**src/rtl/pz_panel_pkg.sv**
```systemverilog
// Shared state type and constants for the PunchZombi dual-row panel scan controller.
package pz_panel_pkg;

    typedef enum logic [1:0] {
        IDLE  = 2'd0,
        SHIFT = 2'd1,
        BLANK = 2'd2,
        LATCH = 2'd3
    } scan_state_t;

    localparam int DEF_COLS      = 64;
    localparam int DEF_SCAN_ROWS = 16;

    // Bit positions inside the {R0,G0,B0,R1,G1,B1} colour word.
    localparam int R0 = 5;
    localparam int G0 = 4;
    localparam int B0 = 3;
    localparam int R1 = 2;
    localparam int G1 = 1;
    localparam int B1 = 0;

    function automatic int row_period(input int cols);
        return 2 * cols + 2;
    endfunction

endpackage

```
**src/rtl/pz_panel_scan_ctrl.sv**
```systemverilog
// Panel scan controller: shifts one row of colour data while the previous row is
// displayed, then blanks, latches and advances the row address.
module pz_panel_scan_ctrl
    import pz_panel_pkg::*;
#(
    parameter int COLS      = DEF_COLS,
    parameter int SCAN_ROWS = DEF_SCAN_ROWS
) (
    input  logic       clk,
    input  logic       rst,
    input  logic       en,
    input  logic [7:0] brightness,
    input  logic [5:0] rgb_in,
    output logic [5:0] col_idx,
    output logic [3:0] row_idx,
    output logic [5:0] panel_rgb,
    output logic       panel_clk,
    output logic       panel_lat,
    output logic       panel_oe_n,
    output logic [3:0] panel_addr,
    output logic       frame_done,
    output logic       busy
);

    localparam logic [7:0] MAX_ON   = 8'(row_period(COLS) - 2);
    localparam logic [5:0] LAST_COL = 6'(COLS - 1);
    localparam logic [3:0] LAST_ROW = 4'(SCAN_ROWS - 1);

    scan_state_t state, state_next;

    logic       phase;
    logic [7:0] on_time;
    logic [7:0] oe_cnt;
    logic       row_valid;
    logic       shift_end;
    logic       frame_wrap;

    function automatic logic [7:0] clamp_on(input logic [7:0] b);
        return (b > MAX_ON) ? MAX_ON : b;
    endfunction

    assign shift_end  = (state == SHIFT) && phase && (col_idx == LAST_COL);
    assign frame_wrap = (state == LATCH) && (row_idx == LAST_ROW);

    always_ff @(posedge clk) begin
        if (rst) begin
            state <= IDLE;
        end else begin
            state <= state_next;
        end
    end

    // A row that has started always runs through LATCH; en is only consulted at row boundaries.
    always_comb begin
        state_next = state;
        case (state)
            IDLE:    if (en) state_next = SHIFT;
            SHIFT:   if (shift_end) state_next = BLANK;
            BLANK:   state_next = LATCH;
            LATCH:   state_next = en ? SHIFT : IDLE;
            default: state_next = IDLE;
        endcase
    end

    // Panel pins are registered from the current state, so they trail col_idx by one cycle.
    always_ff @(posedge clk) begin
        if (rst) begin
            phase      <= 1'b0;
            col_idx    <= '0;
            row_idx    <= '0;
            on_time    <= '0;
            oe_cnt     <= '0;
            row_valid  <= 1'b0;
            panel_rgb  <= '0;
            panel_clk  <= 1'b0;
            panel_lat  <= 1'b0;
            panel_oe_n <= 1'b1;
            panel_addr <= '0;
            frame_done <= 1'b0;
            busy       <= 1'b0;
        end else begin
            busy       <= (state_next != IDLE);
            frame_done <= frame_wrap;
            panel_lat  <= (state == LATCH);
            panel_clk  <= (state == SHIFT) && phase;
            panel_oe_n <= !((state == SHIFT) && row_valid && (oe_cnt != 8'd0));

            if ((state == SHIFT) && !phase) begin
                panel_rgb <= rgb_in;
            end else if (state == IDLE) begin
                panel_rgb <= '0;
            end

            case (state)
                IDLE: begin
                    phase     <= 1'b0;
                    col_idx   <= '0;
                    row_valid <= 1'b0;
                    if (en) begin
                        row_idx <= '0;
                        on_time <= clamp_on(brightness);
                        oe_cnt  <= clamp_on(brightness);
                    end
                end
                SHIFT: begin
                    phase <= !phase;
                    if (oe_cnt != 8'd0) oe_cnt <= oe_cnt - 8'd1;
                    if (phase) col_idx <= (col_idx == LAST_COL) ? 6'd0 : col_idx + 6'd1;
                end
                LATCH: begin
                    panel_addr <= row_idx;
                    row_valid  <= 1'b1;
                    if (frame_wrap) begin
                        row_idx <= '0;
                        on_time <= clamp_on(brightness);
                        oe_cnt  <= clamp_on(brightness);
                    end else begin
                        row_idx <= row_idx + 4'd1;
                        oe_cnt  <= on_time;
                    end
                end
                default: begin
                end
            endcase
        end
    end

endmodule

```
**config.mk**
```make
export PLATFORM = sky130hd
export DESIGN_NAME = pz_panel_scan_ctrl
export DESIGN_NICKNAME = d
export VERILOG_FILES = /design/src/rtl/pz_panel_pkg.sv /design/src/rtl/pz_panel_scan_ctrl.sv
export SDC_FILE = /design/constraint.sdc
export NUM_CORES = 1
export LEC_CHECK = 0
export ABC_AREA = 1
export ABC_CLOCK_PERIOD_IN_PS = 1350
export CAP_MARGIN = 25
export CORE_ASPECT_RATIO = 1.5
export CORE_MARGIN = 4
export CORE_UTILIZATION = 45
export DETAILED_ROUTE_END_ITERATION = 7
export PLACE_DENSITY = 0.78
export SETUP_SLACK_MARGIN = 0.5
export SYNTH_ARGS = -nofsm -noshare
export SYNTH_HDL_FRONTEND = slang
export SYNTH_SLANG_ARGS = --single-unit
```
**constraint.sdc**
```tcl
create_clock -name clk -period 1.35 [get_ports clk]
set_input_delay 0.27 -clock clk [delete_from_list [all_inputs] [get_ports clk]]
set_output_delay 0.27 -clock clk [all_outputs]
set_load 0.03 [all_outputs]
```
==> impl_metrics.csv <==
group,metric,value,unit
status,outcome,"complete, but fails checks",
status,violations,"negative setup slack",
critical_path,r2r_start,"state[0]",
placed_design,place_area,3278,sq um
synthesis,ys.flop_type,"dfxtp_1",
timing,slew_headroom,76.63,%
clock_network,numClockSinks,45,
critical_path,path_cells,"ha_4 > nand4_4 > buf_4 > nand3_1 > nand4_1 > nor2_1 > nor2_1",
floorplanning,die-area,6478,sq um
placed_design,pre_cts_ws,-0.2475,ns
final_layout,final_cells,536,
timing,setup_viol,31,
synthesis,syn_nets,370,
synthesis,avgSynthCellArea,6.806,sq um
critical_path,cp_num_buf_inv,1,
clock_network,htreeDepth,2,
timing,period_needed,1.637,ns
detailed_routing,drtIter0Drc,323,
timing,setup_ws,-0.2870,ns
global_routing,grt_antenna_before_repair,0,
clock_network,ctsRootBufferMaster,"clkbuf_8",
critical_path,crit_required,1.56,ns
detailed_routing,ant_nets,0,
pwr,pwr_density_cell,962.4,nW/um^2
run,maxCapViolations,0,
global_routing,grt.overflow.total,0,
timing,worst_slew_pin_slew,0.3502,ns
placed_design,dp_cells,493,
floorplanning,core_area,5125,sq um
placed_design,port_buffers,41,
critical_path,endpoint_kind,"flip-flop",
critical_path,crit_path_frequent_cell,"nor2_1",
global_routing,grt_pass1_wl,13780,microns
synthesis,synth_edf_count,0,
final_layout,n_antenna_cell,0,
detailed_routing,wl_per_cell,19.60,microns
synthesis,synth_top_area_share,38.26,%
critical_path,r2r_slack,-0.29,ns
hold_path,holdPathStages,3,
final_layout,drive_gt1_share,51.07,%
hold_path,whs_endpoint,"panel_rgb[1]",
timing,finClkSkew,0.01346,ns
synthesis,async_flop_share,0,%
timing,tns,-3.706,ns
floorplanning,chipWidth,67.07,microns
critical_path,crit_slowest_cell,"dfxtp_4",
clock_network,clk_latency,0.31,ns
pwr,ir_worst_vdd,0.8033,mV
final_layout,fin_util,82.23,%
floorplanning,start_util,45.95,%
pwr,leakagePower,1.893,nW
critical_path,critPathLaunchType,"flip-flop",
timing,hold_viol,0,
placed_design,hpwlAfterDp,4963,microns
timing,max_freq,610.9,MHz
timing,rsz0062_at_grt,"yes",
synthesis,yosysSeqAreaShare,38.26,%
detailed_routing,vias,3184,
final_layout,syn_to_final_growth,78.96,%
synthesis,yosysTopAreaCell,"dfxtp_1",
synthesis,synth_cell_types,29,
synthesis,synth_area,2355,sq um
clock_network,cts_tree,"yes",
clock_network,clk_path_buf_depth,2,
final_layout,nets,491,
detailed_routing,route.detailed.vias_per_inst,5.940,
synthesis,yosysMostFrequentCell,"nand2_1",
synthesis,synth_commonest_cells,"nand2_1, dfxtp_1, nor2_1",
critical_path,crit_type,"flip-flop to flip-flop",
global_routing,grt_max_degree,15,
global_routing,grt_pass1_vias,2998,
hold_path,min_from,"rst",
critical_path,crit_family,"simple AND/OR/NAND/NOR gates",
synthesis,ys_top_cells_by_area,"dfxtp_1, nand2_1, nand3_1",
timing,finalMaxSlewViolations,0,
critical_path,slowest_delay,0.42,ns
clock_network,cts_buffers,5,
critical_path,r2r-end,"oe_cnt[2]",
synthesis,syn_inst,346,
timing,period_share,121.3,%
floorplanning,dieHeight,96.60,microns
clock_network,cts_hold_buffers,0,
final_layout,design_area,4214,sq um
global_routing,grtUsageTotal,27.98,%
floorplanning,rows,32,
clock_network,clkTransAtPathRegs,0.10,ns
detailed_routing,drc_errors,0,
synthesis,yosys_warnings,0,
placed_design,place_congestion,0.9526,
hold_path,worstHoldPathType,"primary input to flip-flop",
floorplanning,ios,42,
synthesis,synth-seq-cells,45,
detailed_routing,totalWireLength,10510,microns
detailed_routing,first_pass_iters,6,
critical_path,worstPathArrival,1.84,ns
critical_path,path_max_fanout,8,
critical_path,reg2reg_depth,7,
-- flip-flops by register name, indices dropped and copies added, names as in the netlist --
register and flops:
panel_addr 4, row_idx 4, oe_cnt 8, panel_rgb 6, busy 1, phase 1, state 2, on_time 8
col_idx 6, row_valid 1, panel_oe_n 1, panel_clk 1, frame_done 1, panel_lat 1
-- what timing repair did --
action,in CTS,in global routing
setup buffers,27,7
gates resized for setup,250,50
gates cloned,0,1
setup endpoints to repair,70,70
pin swaps,27,31
-- cell families after synthesis --
logic type,Yosys count,synth area share [%]
AOI/OAI and AO/OA,67,14.88
xor gates and xnor gates,1,0.3720
adders and majority gates,7,3.719
buffers and inverters,50,8.554
DFF,45,38.26
and+or+nand+nor,176,34.22
-- cell type report --
type                       count  area, sq um
multi-input combinational    252         1694
inverter                      41        173.9
clock inverter                 2        37.54
tap                           68        85.08
clock buffer                   6        82.58
timing repair buffer         122         1182
sequential                    45        958.4
fill                         309        910.9
-- stage by stage --
step	hold slack [ns]	total power, mW
2_1_floorplan	0.4317	2.063
3_3_place_gp	0.4510	2.408
3_5_place_dp	0.4545	2.427
4_1_cts	0.4733	3.752
5_1_grt	0.3914	4.213
6_report	0.3880	4.056
-- worst register-to-register path, cell delays in order (launching register included) --
cell	delay [ns]
dfxtp_4	0.42
ha_4	0.24
nand4_4	0.21
buf_4	0.21
nand3_1	0.12
nand4_1	0.13
nor2_1	0.13
nor2_1	0.07
-- worst max path at each step --
| stage | from | end | slack, ns | cells past startpoint |
|---|---|---|---|---|
| finish | state[0] | oe_cnt[2] | -0.29 | 7 |
| detailed placement | brightness[5] | oe_cnt[0] | -0.25 | 8 |
| CTS | state[0] | oe_cnt[5] | -0.07 | 11 |
| floorplan | state[1] | on_time[7] | 0.004 | 10 |
| global placement | brightness[5] | oe_cnt[0] | -0.23 | 8 |
| global route | oe_cnt[5] | oe_cnt[3] | -0.44 | 8 |
-- per-layer routing --
layer | global-route usage, % | wire [microns] | up-vias
met5 | 0 | 0 | -
met2 | 52.58 | 5429 | 210
met1 | 27.73 | 3538 | 1501
li1 | - | - | 1382
met4 | 17.09 | 873 | 0
met3 | 4.745 | 667 | 91
-- where the power goes --
group / switching, mW / total (mW) / leakage (nW) / internal (mW)
Sequential: 0.0923 / 1.50 / 0.382 / 1.41
Clock: 0.527 / 1.13 / 0.0574 / 0.603
Combinational: 0.819 / 1.42 / 1.45 / 0.604
-- cells in the final DEF (no fill, tap or decap), types with 4 or more instances in the layout --
cell type,instances
a21oi_1,16
a21oi_2,12
a31oi_1,4
buf_4,52
buf_6,51
clkbuf_8,6
clkdlybuf4s50_1,15
dfxtp_1,15
dfxtp_2,22
dfxtp_4,8
ha_4,6
inv_1,29
inv_2,6
inv_4,5
nand2_1,56
nand2_2,9
nand2_4,8
nand3_1,30
nand3_2,11
nand4_1,4
nor2_1,29
nor2_2,6
nor2_4,13
o21ai_0,9
o21ai_1,12
o21ai_2,8
No activity file was read; power rests on OpenSTA's default activity.
